===== src/rtl/segway_pkg.sv =====
// Shared types and constants for the segway balance/steering blocks.
package segway_pkg;

    typedef enum logic [1:0] {
        IDLE,
        WAIT,
        STEER
    } steer_state_t;

    localparam int LD_W       = 12;
    localparam int TMR_W      = 26;
    localparam int FAST_TMR_W = 15;
    localparam int NXT_PERIOD = 4096;

    localparam logic [LD_W-1:0] MIN_RIDER_WT  = 12'h200;
    localparam logic [LD_W-1:0] WT_HYSTERESIS = 12'h40;

endpackage


===== src/rtl/steer_en_sm_if.sv =====
// Load-cell readings in, conversion pacing and rider status out.
interface steer_en_sm_if;
    import segway_pkg::*;

    logic [LD_W-1:0] lft_ld;
    logic [LD_W-1:0] rght_ld;
    logic            nxt;
    logic            en_steer;
    logic            rider_off;

    modport master (
        output lft_ld,
        output rght_ld,
        input  nxt,
        input  en_steer,
        input  rider_off
    );

    modport slave (
        input  lft_ld,
        input  rght_ld,
        output nxt,
        output en_steer,
        output rider_off
    );

endinterface


===== src/rtl/a2d_pacer.sv =====
// Free-running period counter issuing a one-cycle nxt request per period.
module a2d_pacer
    import segway_pkg::*;
#(
    parameter int PERIOD = NXT_PERIOD
) (
    input  logic clk,
    input  logic rst,
    output logic nxt
);

    localparam int            CW   = $clog2(PERIOD);
    localparam logic [CW-1:0] LAST = CW'(PERIOD - 1);

    logic [CW-1:0] cnt;

    always_ff @(posedge clk or posedge rst) begin
        if (rst) begin
            cnt <= '0;
            nxt <= 1'b0;
        end else begin
            nxt <= (cnt == LAST);
            cnt <= (cnt == LAST) ? '0 : cnt + 1'b1;
        end
    end

endmodule


===== src/rtl/steer_en_sm.sv =====
// Rider presence/balance state machine and A2D pacing.
// STEER_FAST_SIM_EN shortens the balance timer decode to 15 bits.
module steer_en_sm
    import segway_pkg::*;
(
    input logic          clk,
    input logic          rst,
    steer_en_sm_if.slave bus
);

    localparam logic [LD_W:0] SUM_HI = {1'b0, MIN_RIDER_WT + WT_HYSTERESIS};
    localparam logic [LD_W:0] SUM_LO = {1'b0, MIN_RIDER_WT - WT_HYSTERESIS};

    logic [LD_W:0]    sum;
    logic [LD_W-1:0]  diff;
    logic [LD_W+4:0]  sum15;
    logic             sum_gt_min;
    logic             sum_lt_min;
    logic             diff_gt_1_4;
    logic             diff_gt_15_16;
    logic [TMR_W-1:0] tmr;
    logic             tmr_full;
    logic             clr_tmr;
    logic             en_q;
    logic             off_q;
    steer_state_t     st;
    steer_state_t     nxt_st;

    assign sum  = {1'b0, bus.lft_ld} + {1'b0, bus.rght_ld};
    assign diff = (bus.lft_ld >= bus.rght_ld) ? bus.lft_ld - bus.rght_ld
                                              : bus.rght_ld - bus.lft_ld;

    assign sum_gt_min = sum > SUM_HI;
    assign sum_lt_min = sum < SUM_LO;

    // 15*sum as (sum<<4)-sum, widened so the shift cannot overflow
    assign sum15 = ({4'b0, sum} << 4) - {4'b0, sum};

    assign diff_gt_1_4   = {1'b0, diff} > (sum >> 2);
    assign diff_gt_15_16 = {1'b0, diff} > sum15[LD_W+4:4];

`ifdef STEER_FAST_SIM_EN
    assign tmr_full = &tmr[FAST_TMR_W-1:0];
`else
    assign tmr_full = &tmr;
`endif

    always_ff @(posedge clk or posedge rst) begin
        if (rst) tmr <= '0;
        else if (clr_tmr) tmr <= '0;
        else tmr <= tmr + 1'b1;
    end

    always_ff @(posedge clk or posedge rst) begin
        if (rst) begin
            st    <= IDLE;
            en_q  <= 1'b0;
            off_q <= 1'b1;
        end else begin
            st    <= nxt_st;
            en_q  <= (nxt_st == STEER);
            off_q <= (nxt_st == IDLE);
        end
    end

    // Low load always drops the rider, whatever the balance
    always_comb begin
        nxt_st  = st;
        clr_tmr = 1'b0;
        unique case (st)
            IDLE: begin
                if (sum_gt_min) begin
                    nxt_st  = WAIT;
                    clr_tmr = 1'b1;
                end
            end
            WAIT: begin
                if (sum_lt_min) nxt_st = IDLE;
                else if (diff_gt_1_4) clr_tmr = 1'b1;
                else if (tmr_full) nxt_st = STEER;
            end
            STEER: begin
                if (sum_lt_min) nxt_st = IDLE;
                else if (diff_gt_15_16) begin
                    nxt_st  = WAIT;
                    clr_tmr = 1'b1;
                end
            end
            default: nxt_st = IDLE;
        endcase
    end

    assign bus.en_steer  = en_q;
    assign bus.rider_off = off_q;

    a2d_pacer #(
        .PERIOD(NXT_PERIOD)
    ) u_pacer (
        .clk(clk),
        .rst(rst),
        .nxt(bus.nxt)
    );

endmodule


===== src/flat_wrapper.sv =====
// flat-port wrapper written by rule: the top's interface ports become plain ports
module steer_en_sm_flat import segway_pkg::*;
  (clk, rst, bus_lft_ld, bus_rght_ld, bus_nxt, bus_en_steer, bus_rider_off);
  steer_en_sm_if bus_i ();
  input logic clk;
  input logic rst;
  input wire logic [$bits(bus_i.lft_ld)-1:0] bus_lft_ld;
  input wire logic [$bits(bus_i.rght_ld)-1:0] bus_rght_ld;
  output wire logic [$bits(bus_i.nxt)-1:0] bus_nxt;
  output wire logic [$bits(bus_i.en_steer)-1:0] bus_en_steer;
  output wire logic [$bits(bus_i.rider_off)-1:0] bus_rider_off;
  assign bus_i.lft_ld = bus_lft_ld;
  assign bus_i.rght_ld = bus_rght_ld;
  assign bus_nxt = bus_i.nxt;
  assign bus_en_steer = bus_i.en_steer;
  assign bus_rider_off = bus_i.rider_off;
  steer_en_sm u_core (.clk(clk), .rst(rst), .bus(bus_i));
endmodule

===== config.mk =====
export PLATFORM = sky130hd
export DESIGN_NAME = steer_en_sm_flat
export DESIGN_NICKNAME = d
export VERILOG_FILES = /design/src/rtl/segway_pkg.sv /design/src/rtl/steer_en_sm_if.sv /design/src/rtl/a2d_pacer.sv /design/src/rtl/steer_en_sm.sv /design/src/flat_wrapper.sv
export SDC_FILE = /design/constraint.sdc
export NUM_CORES = 1
export LEC_CHECK = 0
export BUFFER_PORTS_ARGS = -buffer_cell sky130_fd_sc_hd__buf_2
export CAP_MARGIN = 0
export CORE_MARGIN = 8
export CORE_UTILIZATION = 55
export CTS_BUF_LIST = sky130_fd_sc_hd__clkbuf_8
export DETAILED_ROUTE_END_ITERATION = 16
export PLACE_DENSITY = 0.71
export SETUP_SLACK_MARGIN = 0.2
export SYNTH_ARGS = -nofsm -noshare
export SYNTH_HDL_FRONTEND = slang
export SYNTH_SLANG_ARGS = --single-unit

===== constraint.sdc =====
create_clock -name clk -period 4.05 [get_ports clk]
set_clock_uncertainty 0.2 [all_clocks]
set_input_delay 0.2025 -clock clk [delete_from_list [all_inputs] [get_ports clk]]
set_output_delay 0.2025 -clock clk [all_outputs]
set_load 0.01 [all_outputs]

==> run_results.csv <==
group,metric,value,unit
worst_setup_path,regToRegSetupSlack,1480,ps
place,portBuffers,28,
floorplan,rows,36,
run_status,outcome,"finished, violations left",
floorplan,core-area,0.00973,sq mm
timing,timing.fmax,0.210,GHz
global_routing,grtUsageTotal,0.245,
timing,rsz0062_at_grt,"true",
power_and_ir_drop,combPwrFrac,0.730,
hold_path,hp-class,"flop to flop",
timing,fin_crit,4770,ps
place,gp_congestion,0.934,
worst_setup_path,timing.rr.start,"u_core.tmr[6]",
clock_network,clockRootBuffer,"clkbuf_8",
clock_network,max-clock-path-buffers,2,
floorplan,pin_count,29,
power_and_ir_drop,seqPwrFrac,0.165,
clock_network,cts_max_level,2,
worst_setup_path,crit_required,4030,ps
synthesis,yosysSeqAreaShare,0.197,
floorplan,die-area,0.0134,sq mm
global_routing,use_met3,0.0417,
clock_network,tritoncts,"yes",
timing,fin_crit_sh,1.18,
worst_setup_path,cp-start-kind,"primary input",
hold_path,worstHoldStart,"u_core.tmr[0]",
synthesis,synth_edf_count,0,
worst_setup_path,startpoint,"bus_rght_ld[0]",
synthesis,synth_nets,761,
clock_network,clock_sinks,43,
layout,drive_above_1_share,0.387,
power_and_ir_drop,switchingPower,1.21,mW
timing,worstMarginPinSlew,966,ps
clock_network,worstSkewPairLatency,300,ps
detailed_routing,vias,5635,
power_and_ir_drop,peakVddDrop,0.000255,V
global_routing,antenna_found_initial,0,
power_and_ir_drop,swShare,0.430,
detailed_routing,wirelength,15800,microns
detailed_routing,drc,0,
layout,diodes,0,
synthesis,synth_seq_cells,43,
clock_network,cts_buffers,5,
worst_setup_path,cp_max_fo,8,
floorplan,dieHeight,116,microns
detailed_routing,drt_first_pass_iters,5,
timing,worst_slack,-719,ps
global_routing,grt_pass1_vias,5881,
timing,final-setup-viol-count,30,
place,hpwl,12400,microns
run_status,violations,"setup timing",
worst_setup_path,critPathKind,"primary input to flop",
timing,hold_slack,277,ps
detailed_routing,wl_per_cell,15.7,microns
global_routing,grt.met2_usage,0.422,
global_routing,grt_max_degree,44,
clock_network,clk_pin_slew,80,ps
layout,area_growth,38.7,%
power_and_ir_drop,power_leakage,3.53,nW
job,drv_cap,0,
timing,slew_violations,0,
global_routing,busiest_layer,"met2",
global_routing,use_met1,0.313,
power_and_ir_drop,clkPwrFrac,0.105,
floorplan,start_util,0.563,
synthesis,syn_inst,664,
synthesis,synth_cell_types,88,
worst_setup_path,arrival,4750,ps
detailed_routing,via_per_inst,5.61,
timing,hold_viol,0,
synthesis,syn_area,0.00548,sq mm
layout,nNetsFinal,967,
timing,setup_tns,-19860,ps
synthesis,ys.flop_type,"dfrtp_1",
layout,utilization,0.781,
floorplan,die_w,116,microns
detailed_routing,drt-initial-drc-count,515,
power_and_ir_drop,p_per_area,370,mW/mm^2
detailed_routing,drtAntennaViolNets,0,
global_routing,grt_overflow,0,
timing,slew_headroom,0.350,
power_and_ir_drop,internal_power,1.60,mW
synthesis,yosysWarnings,0,
synthesis,avgSynthCellArea,8.25,sq um
global_routing,grt_first_pass_wirelength,27000,microns
synthesis,async_reset_ff_frac,1.00,
worst_setup_path,cp-end-kind,"flop",
critical path, stage by stage:
cell,delay (ps)
buf_8,80
ha_4,130
inv_2,40
fa_2,380
o21bai_4,230
a2111oi_2,110
o211ai_1,320
a21oi_2,130
ha_1,360
a21oi_2,200
o21ai_2,80
a221o_1,350
xnor2_1,150
ha_1,300
nand4_1,130
nor2_1,150
o31ai_2,80
a21oi_2,150
a211oi_2,60
nor2_2,160
nand3_1,110
mux2i_2,190
o21a_1,170
and3_4,290
clkbuf_16,170
nor3_2,40
layout make-up:
| type | instances | area, sq um |
|---|---|---|
| Multi-Input combinational cell | 547 | 4420 |
| Fill cell | 690 | 2130 |
| Timing Repair Buffer | 217 | 1630 |
| Tap cell | 133 | 166 |
| Clock inverter | 1 | 3.75 |
| Clock buffer | 7 | 96.3 |
| Inverter | 56 | 210 |
| Sequential cell | 43 | 1080 |
path summary, 6_finish.rpt:
kind                                         to  cells after the start
max                              u_core.tmr[14]                     26
min                               u_core.tmr[0]                      1
max reg2reg                 u_core.bus.en_steer                      9
min reg2reg                       u_core.tmr[0]                      1
max in group asynchronous  u_core.bus.rider_off                      4
min in group asynchronous         u_core.tmr[9]                      4
cells by family after synthesis:
kind of cell             after synthesis  share of synthesized area
multiplexers                           8                     0.0148
buffers and inverters                 74                     0.0619
AND/OR/NAND/NOR                      248                      0.258
flip-flops                            43                      0.197
AO/OA/AOI/OAI                        161                      0.207
XOR/XNOR                              58                     0.0941
adder cells (fa/ha/maj)               72                      0.168
cell usage in the layout, fill, tap and decap left out, types with 4 or more instances in the layout:
| master | count |
|---|---|
| o21a_1 | 8 |
| xnor2_1 | 40 |
| xor2_1 | 16 |
| nor2_1 | 51 |
| inv_1 | 51 |
| or3_1 | 6 |
| a211oi_2 | 5 |
| mux2i_1 | 6 |
| nand4_1 | 9 |
| buf_4 | 183 |
| nand2b_1 | 9 |
| a21oi_2 | 9 |
| nand3_1 | 20 |
| o21ai_0 | 17 |
| a211oi_1 | 4 |
| dfrtp_1 | 42 |
| nand2_1 | 42 |
| nor2_2 | 7 |
| nor3_1 | 13 |
| ha_4 | 7 |
| and3_1 | 10 |
| o21ai_1 | 11 |
| and2_1 | 8 |
| nor4_1 | 4 |
| ha_1 | 61 |
| clkbuf_8 | 7 |
| buf_2 | 26 |
| nor2b_1 | 11 |
| a21o_1 | 8 |
| o211ai_1 | 5 |
| inv_2 | 6 |
| a21oi_1 | 34 |
| nor3_2 | 22 |
what timing repair did:
item                                   CTS  global route
buffers inserted                         9             3
gates cloned                             0             1
hold buffers                             1             0
endpoints found under the hold margin   42             0
gates resized for setup                 47            17
setup endpoints to repair               30            30
pin swaps                               18             6
power groups by stage:
stage / combinational, mW / clock, mW / sequential [mW]
after CTS: 1.93 / 0.302 / 0.465
after floorplan: 1.13 / 0 / 0.472
after detailed placement: 1.77 / 0 / 0.473
after global routing: 2.23 / 0.325 / 0.469
after global placement: 1.72 / 0 / 0.472
final: 2.05 / 0.295 / 0.465
state kept, by name (all words and copies together) (netlist names):
signal                cells
u_core.bus.en_steer       1
u_core.bus.rider_off      1
u_core.st                 2
u_core.tmr               26
u_core.u_pacer.cnt       12
u_core.u_pacer.nxt        1
per-stage QoR:
stage | setup slack (ps) | power [mW] | instance area, sq um | instances
after global placement | -1010 | 2.19 | 7080 | 982
after CTS | -603 | 2.69 | 7480 | 1000
after global routing | -1030 | 3.02 | 7600 | 1004
after floorplan | -671 | 1.61 | 5570 | 664
after detailed placement | -1100 | 2.24 | 7080 | 982
final | -719 | 2.81 | 7600 | 1004
per-layer routing:
layer / routed length, microns / share of wire
met1: 7160 / 0.45
met2: 7640 / 0.48
met3: 724 / 0.046
met4: 289 / 0.018
met5: 0 / 0
Yosys cell counts, drive strengths merged, types with 4 or more instances:
| cell | number | area (sq um) |
|---|---|---|
| xnor2 | 42 | 375 |
| o21ai | 31 | 159 |
| a211oi | 10 | 85.1 |
| dfrtp | 42 | 1050 |
| clkbuf | 4 | 15.0 |
| and3 | 12 | 80.1 |
| mux2i | 7 | 70.1 |
| nand2b | 9 | 56.3 |
| nand3 | 23 | 120 |
| ha | 68 | 851 |
| a2111oi | 5 | 57.6 |
| o31ai | 4 | 30.0 |
| nor3 | 36 | 285 |
| nor2b | 13 | 88.8 |
| nand2 | 44 | 173 |
| nor4 | 6 | 43.8 |
| a21o | 8 | 60.1 |
| a21oi | 44 | 224 |
| nor2 | 60 | 230 |
| o211ai | 6 | 58.8 |
| buf | 14 | 114 |
| xor2 | 16 | 140 |
| o21bai | 4 | 30.0 |
| o21a | 8 | 60.1 |
| or2 | 4 | 27.5 |
| and4 | 4 | 35.0 |
| or3 | 7 | 48.8 |
| nand4 | 9 | 56.3 |
| and2 | 10 | 65.1 |
| inv | 56 | 210 |
Note: power is estimated with default switching activity, not from simulation.
